$ cat config.mk
export PLATFORM = sky130hd
export DESIGN_NAME = biquad_coeff_sequencer
export DESIGN_NICKNAME = d
export VERILOG_FILES = /design/src/rtl/pt_feedback_pkg.sv /design/src/rtl/sample_down_counter.sv /design/src/rtl/biquad_coeff_sequencer.sv
export SDC_FILE = /design/constraint.sdc
export NUM_CORES = 1
export LEC_CHECK = 0
export BUFFER_PORTS_ARGS = -buffer_cell sky130_fd_sc_hd__buf_2
export CORE_UTILIZATION = 40
export CTS_CLUSTER_DIAMETER = 200
export DETAILED_ROUTE_END_ITERATION = 12
export PLACE_DENSITY = 0.66
export SKIP_CTS_REPAIR_TIMING = 1
export SLEW_MARGIN = 40
export SYNTH_ARGS = -nofsm -noshare
export SYNTH_HDL_FRONTEND = slang
export SYNTH_SLANG_ARGS = --single-unit
$ cat constraint.sdc
create_clock -name clk_i -period 1.55 [get_ports clk_i]
set_input_delay 0.0775 -clock clk_i [delete_from_list [all_inputs] [get_ports clk_i]]
set_output_delay 0.0775 -clock clk_i [all_outputs]
set_load 0.05 [all_outputs]
$ cat src/rtl/pt_feedback_pkg.sv
// Shared types for the biquad coefficient sequencer: FSM states and the
// five-coefficient set that is moved as one unit between registers.
package pt_feedback_pkg;

  localparam int DEFAULT_COEFF_WIDTH = 26;

  typedef enum logic [1:0] {
    ST_IDLE    = 2'd0,
    ST_PENDING = 2'd1,
    ST_SETTLE  = 2'd2
  } seq_state_e;

  typedef struct packed {
    logic [DEFAULT_COEFF_WIDTH-1:0] a1;
    logic [DEFAULT_COEFF_WIDTH-1:0] a2;
    logic [DEFAULT_COEFF_WIDTH-1:0] b0;
    logic [DEFAULT_COEFF_WIDTH-1:0] b1;
    logic [DEFAULT_COEFF_WIDTH-1:0] b2;
  } biquad_coeffs_t;

  localparam biquad_coeffs_t COEFFS_ZERO = '0;

endpackage

$ cat src/rtl/sample_down_counter.sv
// Down-counter loaded with a sample budget and decremented on a strobe;
// flags zero and the strobe that takes it from one to zero.
module sample_down_counter #(
  parameter int WIDTH = 5
) (
  input  logic             clk_i,
  input  logic             rst_i,
  input  logic             load_i,
  input  logic [WIDTH-1:0] load_val_i,
  input  logic             dec_i,
  output logic             zero_o,
  output logic             done_o
);

  logic [WIDTH-1:0] count_q, count_d;

  assign zero_o = (count_q == '0);
  assign done_o = dec_i && !load_i && (count_q == WIDTH'(1));

  always_comb begin
    count_d = count_q;
    if (load_i) begin
      count_d = load_val_i;
    end else if (dec_i && !zero_o) begin
      count_d = count_q - 1'b1;
    end
  end

  always_ff @(posedge clk_i) begin
    if (rst_i) begin
      count_q <= '0;
    end else begin
      count_q <= count_d;
    end
  end

endmodule

$ cat src/rtl/biquad_coeff_sequencer.sv
// Applies a committed biquad coefficient set atomically at a quiet point,
// pulses the filter reinit and mutes downstream while the filter settles.
//
// state   | meaning
// IDLE    | active set in use, nothing staged for apply
// PENDING | committed set waiting for a cycle with no busy and no input strobe
// SETTLE  | set applied, counting filter output samples before unmuting
//
// COEFF_WIDTH must equal pt_feedback_pkg::DEFAULT_COEFF_WIDTH; the set is
// stored in the package struct.
module biquad_coeff_sequencer
  import pt_feedback_pkg::*;
#(
  parameter int COEFF_WIDTH    = DEFAULT_COEFF_WIDTH,
  parameter int SETTLE_SAMPLES = 16,
  parameter int COUNT_WIDTH    = 16
) (
  input  logic                   clk_i,
  input  logic                   rst_i,
  input  logic [COEFF_WIDTH-1:0] a1_i,
  input  logic [COEFF_WIDTH-1:0] a2_i,
  input  logic [COEFF_WIDTH-1:0] b0_i,
  input  logic [COEFF_WIDTH-1:0] b1_i,
  input  logic [COEFF_WIDTH-1:0] b2_i,
  input  logic                   commit_i,
  input  logic                   data_valid_i,
  input  logic                   busy_i,
  input  logic                   filter_valid_i,
  output logic [COEFF_WIDTH-1:0] a1_o,
  output logic [COEFF_WIDTH-1:0] a2_o,
  output logic [COEFF_WIDTH-1:0] b0_o,
  output logic [COEFF_WIDTH-1:0] b1_o,
  output logic [COEFF_WIDTH-1:0] b2_o,
  output logic                   reinit_o,
  output logic                   mute_o,
  output logic                   pending_o,
  output logic [COUNT_WIDTH-1:0] update_count_o
);

  localparam int CNT_W = (SETTLE_SAMPLES < 2) ? 1 : $clog2(SETTLE_SAMPLES + 1);

  seq_state_e             state_q, state_d;
  biquad_coeffs_t         shadow_q, shadow_d;
  biquad_coeffs_t         active_q, active_d;
  logic                   from_settle_q, from_settle_d;
  logic                   reinit_q, reinit_d;
  logic                   mute_q, mute_d;
  logic                   pending_q, pending_d;
  logic [COUNT_WIDTH-1:0] update_count_q, update_count_d;

  logic quiet;
  logic apply;
  logic settle_dec;
  logic settle_zero;
  logic settle_done;

  assign quiet = !busy_i && !data_valid_i;
  // A commit in an otherwise quiet cycle wins over the apply so the newest set is used.
  assign apply = (state_q == ST_PENDING) && quiet && !commit_i;

  // The sample seen alongside reinit belongs to the old coefficients.
  assign settle_dec = (state_q == ST_SETTLE) && !reinit_q && filter_valid_i;

  sample_down_counter #(
    .WIDTH (CNT_W)
  ) u_settle_cnt (
    .clk_i      (clk_i),
    .rst_i      (rst_i),
    .load_i     (apply),
    .load_val_i (CNT_W'(SETTLE_SAMPLES)),
    .dec_i      (settle_dec),
    .zero_o     (settle_zero),
    .done_o     (settle_done)
  );

  always_comb begin
    shadow_d = shadow_q;
    if (commit_i) begin
      shadow_d = '{a1: a1_i, a2: a2_i, b0: b0_i, b1: b1_i, b2: b2_i};
    end
  end

  always_comb begin
    state_d       = state_q;
    from_settle_d = from_settle_q;
    unique case (state_q)
      ST_IDLE: begin
        if (commit_i) begin
          state_d       = ST_PENDING;
          from_settle_d = 1'b0;
        end
      end
      ST_PENDING: begin
        if (apply) begin
          state_d       = (SETTLE_SAMPLES == 0) ? ST_IDLE : ST_SETTLE;
          from_settle_d = 1'b0;
        end
      end
      ST_SETTLE: begin
        if (commit_i) begin
          state_d       = ST_PENDING;
          from_settle_d = 1'b1;
        end else if (settle_done || settle_zero) begin
          state_d = ST_IDLE;
        end
      end
      default: begin
        state_d       = ST_IDLE;
        from_settle_d = 1'b0;
      end
    endcase
  end

  always_comb begin
    active_d       = active_q;
    reinit_d       = 1'b0;
    update_count_d = update_count_q;
    if (apply) begin
      active_d       = shadow_q;
      reinit_d       = 1'b1;
      update_count_d = update_count_q + 1'b1;
    end
    pending_d = (state_d == ST_PENDING);
    mute_d    = (state_d == ST_SETTLE) || ((state_d == ST_PENDING) && from_settle_d);
  end

  always_ff @(posedge clk_i) begin
    if (rst_i) begin
      state_q        <= ST_IDLE;
      shadow_q       <= COEFFS_ZERO;
      active_q       <= COEFFS_ZERO;
      from_settle_q  <= 1'b0;
      reinit_q       <= 1'b0;
      mute_q         <= 1'b0;
      pending_q      <= 1'b0;
      update_count_q <= '0;
    end else begin
      state_q        <= state_d;
      shadow_q       <= shadow_d;
      active_q       <= active_d;
      from_settle_q  <= from_settle_d;
      reinit_q       <= reinit_d;
      mute_q         <= mute_d;
      pending_q      <= pending_d;
      update_count_q <= update_count_d;
    end
  end

  assign a1_o           = active_q.a1;
  assign a2_o           = active_q.a2;
  assign b0_o           = active_q.b0;
  assign b1_o           = active_q.b1;
  assign b2_o           = active_q.b2;
  assign reinit_o       = reinit_q;
  assign mute_o         = mute_q;
  assign pending_o      = pending_q;
  assign update_count_o = update_count_q;

endmodule
==> results_dict.tcl, run 1 <==
set metrics [dict create \
    cts-root-buf "clkbuf_16" \
    synth_flop_cell "dfxtp_1" \
    place_area_sq_um 12200 \
    drive_gt1_frac 0.258 \
    grt_max_degree 76 \
    area_growth_pct 44.1 \
    wire_per_inst_um 14.7 \
    htreeDepth 1 \
    syn_inst 1125 \
    crit_type "reg2reg" \
    synthSimpleGateAreaFrac 0.181 \
    outcome "complete, but fails checks" \
    coreArea_sq_um 25100 \
    worst-path-max-fanout 4 \
    synth_edf_count 0 \
    synthesis.area_sq_um 10200 \
    cts_sinks 287 \
    drv_slew 0 \
    fin_crit_ns 1.57 \
    synth-compound-area-share 0.0791 \
    synth-seq-cells 287 \
    whs_ns -0.0154 \
    clockBufferDepth 3 \
    insertion_delay_ns 0.55 \
    grt_pass1_wl_mm 39.9 \
    chipHeight_um 162 \
    utilization 0.586 \
    ys_seq_area_frac 0.562 \
    cp.required_ns 2.00 \
    worstSetupEndpointType "flop" \
    rsz0062_at_grt "true" \
    rows 58 \
    synth_top_family_by_area "simple AND/OR/NAND/NOR gates" \
    hp-class "in2reg" \
    dpl_worst_slack_ns -0.0198 \
    violations "negative hold slack, negative setup slack" \
    drt_first_pass_iters 4 \
    drtIter0Drc 429 \
    io_buffers 284 \
    vias_per_cell 4.77 \
    design_area_sq_um 14700 \
    synth_cell_types 39 \
    setup_viol 2 \
    pin_count 285 \
    skew_ns 0.0112 \
    grt_pass1_vias 8178 \
    routed-via-count 9026 \
    tightest_slew_ns 0.611 \
    grt_overflow 0 \
    ant_nets 0 \
    crit_arrival_ns 2.02 \
    die_w_um 162 \
    start_util 0.407 \
    p_leak_nw 6.56 \
    irDropWorstVdd_uv 983 \
    fin_nets 1680 \
    p_per_area_nw_per_um2 1100 \
    num_antenna_cells 0 \
    synthMuxAreaShare 0.127 \
    numCtsBuffers 31 \
    worst_slack_ns -0.0195 \
    hold_violations 5 \
    cts_tree "yes" \
    antenna_found_initial 1 \
    syn_avg_cell_area_sq_um 9.08 \
    finalCritPeriodShare 1.01 \
    die_area_sq_um 26200 \
    routed_wl_mm 27.9 \
    max_cap_viol_count 0 \
    syn_nets 1265 \
    clkTransAtPathRegs_ns 0.06 \
    yosys_warnings 0 \
    synthAdderAreaFrac 0.00490 \
    async_flop_share 0 \
    power_mw 16.2 \
    dp_hpwl_mm 16.4 \
    start_kind "flop" \
    synth_xor_area_frac 0.00943 \
    slew_headroom 0.593 \
    drcViolationCount 0 \
    fmax_ghz 0.637 \
    place_congestion 0.778 \
    groute.usage.overall 0.184 \
]
[cells in the mapped netlist, types with 5 or more instances]
| master | number | area [sq um] |
|---|---|---|
| dfxtp_1 | 287 | 5750 |
| nand2_1 | 265 | 995 |
| nor2_1 | 144 | 541 |
| a21oi_1 | 143 | 716 |
| mux2i_1 | 130 | 1300 |
| clkbuf_1 | 38 | 143 |
| buf_2 | 37 | 185 |
| o21ai_0 | 10 | 50.1 |
| xor2_1 | 8 | 70.1 |
| inv_1 | 7 | 26.3 |
| nand3_1 | 7 | 35.0 |
| or3_1 | 7 | 43.8 |
| nor3_1 | 5 | 25.0 |
[metal layers]
layer / share of wire / vias to the layer above / global-route usage
li1: - / 4537 / -
met1: 0.42 / 4197 / 0.221
met2: 0.48 / 242 / 0.320
met3: 0.071 / 48 / 0.0546
met4: 0.021 / 2 / 0.0480
met5: 0.00047 / - / 0
[final cells by class]
cell class	instances	area [sq um]
clock inverter	6	41.3
multi-input combinational	755	4210
sequential	287	5790
tap	330	413
fill	2133	10400
inverter	7	26.3
timing repair buffer	458	3270
clock buffer	51	972
[cells by family (layout without fill, tap and decap cells)]
kind of cell,Yosys count,count (layout)
muxes,130,130
and+or+nand+nor,451,452
xor gates and xnor gates,11,11
AOI/OAI and AO/OA,158,158
buffers and inverters,84,522
adders and majority gates,4,4
DFF,287,287
[layout by cell type, fill, tap and decap left out, types with 9 or more instances in the layout]
cell type and instances:
dfxtp_4 10, buf_4 23, nand2_1 265, clkbuf_16 34, clkbuf_8 11, a21oi_1 143
buf_2 282, dfxtp_1 273, nor2_1 143, dlygate4sd3_1 137, clkbuf_1 9, o21ai_0 10
mux2i_1 130
[worst max-delay path, cell delays in order (launching register included)]
cell and delay (ns):
dfxtp_2 0.33, inv_2 0.07, ha_4 0.12, or4b_4 0.47, and2_4 0.18, xnor2_2 0.12
nor3_1 0.16
[report_power, final]
group | internal, mW | switching [mW]
Sequential | 7.59 | 0.119
Clock | 4.26 | 2.92
Combinational | 0.657 | 0.628
[metrics by stage]
stage | setup TNS [ns] | cells
5_1_grt | -0.199 | 1894
3_5_place_dp | -0.0198 | 1693
3_3_place_gp | 0 | 1693
2_1_floorplan | -0.00850 | 1125
4_1_cts | -0.0566 | 1750
6_report | -0.0335 | 1894
[sequential cells by signal (all words and copies together) (netlist names)]
name	count
update_count_o	16
a1_o	26
pending_o	1
a2_o	26
mute_o	1
from_settle_q	1
b2_o	26
reinit_o	1
state_q	2
shadow_q	130
u_settle_cnt.count_q	5
b1_o	26
b0_o	26
[worst paths after layout]
| path | from | end | cells after the start | slack, ns |
|---|---|---|---|---|
| worst max register to register | u_settle_cnt.count_q[1] | u_settle_cnt.count_q[0] | 6 | -0.02 |
| worst max-delay path | u_settle_cnt.count_q[1] | u_settle_cnt.count_q[0] | 6 | -0.02 |
| worst min-delay path | rst_i | shadow_q[105] | 2 | -0.02 |
| worst min register to register | shadow_q[5] | b2_o[5] | 2 | 0.45 |
No activity file was read; power rests on OpenSTA's default activity.
==> inputs of run 2 (changes only) <==
SETUP_SLACK_MARGIN = 0.4   (was not set)
==> run 2 against run 1 <==
Net effect:
- clock power increased by 2%
- total power increased by 2.8%
- global-route usage decreased by 0.086 points
- die area unchanged
- clock skew increased by 0.0093 ns
- the flow still finishes with violations (negative hold slack, negative setup slack)
- cell count increased by 2.2%
- largest cell class is now multi-input gates
- non-clock buffer count increased by 42
==> results_dict.tcl, run 2 (synthesis gave the netlist of run 1 again) <==
set metrics [dict create \
    hp-class "in2reg" \
    tightest_slew_ns 0.633 \
    grt_pass1_wl_mm 39.8 \
    cts_sinks 287 \
    p_sw_mw 3.97 \
    place_congestion 0.755 \
    groute.usage.overall 0.183 \
    p_leak_nw 8.33 \
    switching_share 0.238 \
    io_buffers 284 \
    pwr-share-clk 0.438 \
    cp_top_family "simple AND/OR/NAND/NOR gates" \
    drt_first_pass_iters 7 \
    power_frac_seq 0.468 \
    wire_per_inst_um 18.6 \
    clkTransAtPathRegs_ns 0.06 \
    pin_count 285 \
    area_growth_pct 71.8 \
    fmax_ghz 0.639 \
    start_kind "flop" \
    worst-path-max-fanout 3 \
    drcViolationCount 0 \
    violations "negative hold slack, negative setup slack" \
    outcome "complete, but fails checks" \
    die_area_sq_um 26200 \
    final_cell_mix "264 x dfxtp_1, 264 x buf_2, 156 x nand2_4, 143 x nor2_1, 131 x dlygate4sd3_1" \
    p_int_mw 12.7 \
    die_w_um 162 \
    top_register "shadow_q" \
    fin_crit_ns 1.56 \
    max_cap_viol_count 0 \
    hold_violations 1 \
    insertion_delay_ns 0.56 \
    routed_wl_mm 36.1 \
    slew_headroom 0.578 \
    start_util 0.407 \
    setup_viol 1 \
    design_area_sq_um 17600 \
    dp_hpwl_mm 16.3 \
    finalCritPeriodShare 1.01 \
    combPwrFrac 0.093 \
    nFillCells 1746 \
    crit_buf_inv 1 \
    rrSetupSlack_ns -0.01 \
    grt_pass1_vias 7873 \
    cts-root-buf "clkbuf_16" \
    crit_type "reg2reg" \
    worstSetupEndpointType "flop" \
    worst_slack_ns -0.0139 \
    cts_tree "yes" \
    routed-via-count 9759 \
    rsz0062_at_grt "true" \
    antenna_found_initial 2 \
    cp.required_ns 2.01 \
    dpl_worst_slack_ns -0.0128 \
    drv_slew 0 \
    htreeDepth 1 \
    drive_gt1_frac 0.483 \
    whs_ns -0.0242 \
    crit_arrival_ns 2.02 \
    irDropWorstVdd_uv 782 \
    power_mw 16.6 \
    path_cells "inv_2 > ha_4 > or4b_4 > and2_4 > a2111oi_4" \
    ant_nets 0 \
    p_per_area_nw_per_um2 948 \
    vias_per_cell 5.04 \
    numCtsBuffers 30 \
    rows 58 \
    utilization 0.699 \
    chipHeight_um 162 \
    skew_ns 0.0205 \
    drtIter0Drc 571 \
    crit_slowest_cell "or4b_4" \
    max_stage_delay_ns 0.46 \
    clockBufferDepth 3 \
    place_area_sq_um 12200 \
    coreArea_sq_um 25100 \
    largest_reg_flops 130 \
    grt_max_degree 95 \
    grt_overflow 0 \
    fin_nets 1720 \
]
-- run 2: worst paths after layout --
check	from	endpoint	depth (start not counted)
worst min register to register	b2_o[1]	b2_o[1]	2
worst min-delay path	commit_i	from_settle_q	4
worst max-delay path	u_settle_cnt.count_q[1]	u_settle_cnt.count_q[1]	5
worst max register to register	u_settle_cnt.count_q[1]	u_settle_cnt.count_q[1]	5
-- run 2: cell type report --
type,count,area [sq um],area share
tap,330,413,0.0235
timing repair buffer,500,4350,0.248
clock buffer,51,951,0.0542
multi-input combinational,754,5930,0.338
sequential,287,5820,0.331
clock inverter,5,63.8,0.00364
inverter,7,26.3,0.00150
antenna,1,2.50,0.000143
-- run 2: per-stage QoR --
step / instances / TNS (ns)
final: 1935 / -0.0139
after global routing: 1935 / -0.206
after CTS: 1750 / -0.0304
after detailed placement: 1694 / -0.0128
after global placement: 1694 / 0
after floorplan: 1125 / 0
-- run 2: power by group through the flow --
stage	Clock [mW]	Combinational, mW	Sequential [mW]
after floorplan	0	0.569	7.93
after global placement	0	0.970	7.86
after detailed placement	0	0.988	7.86
after CTS	7.37	0.992	7.70
after global routing	7.73	1.65	7.81
final	7.29	1.55	7.79
-- run 2: metal layers --
layer / track usage / up-vias / routed length (um)
li1: - / 4637 / -
met1: 0.226 / 4740 / 14400
met2: 0.310 / 303 / 18400
met3: 0.0592 / 79 / 2100
met4: 0.0412 / 0 / 1160
met5: 0 / - / 0
-- run 2: worst register-to-register path, stage by stage (launching register included) --
cell and delay [ns]:
dfxtp_2 0.33, inv_2 0.07, ha_4 0.13, or4b_4 0.46, and2_4 0.20, a2111oi_4 0.27
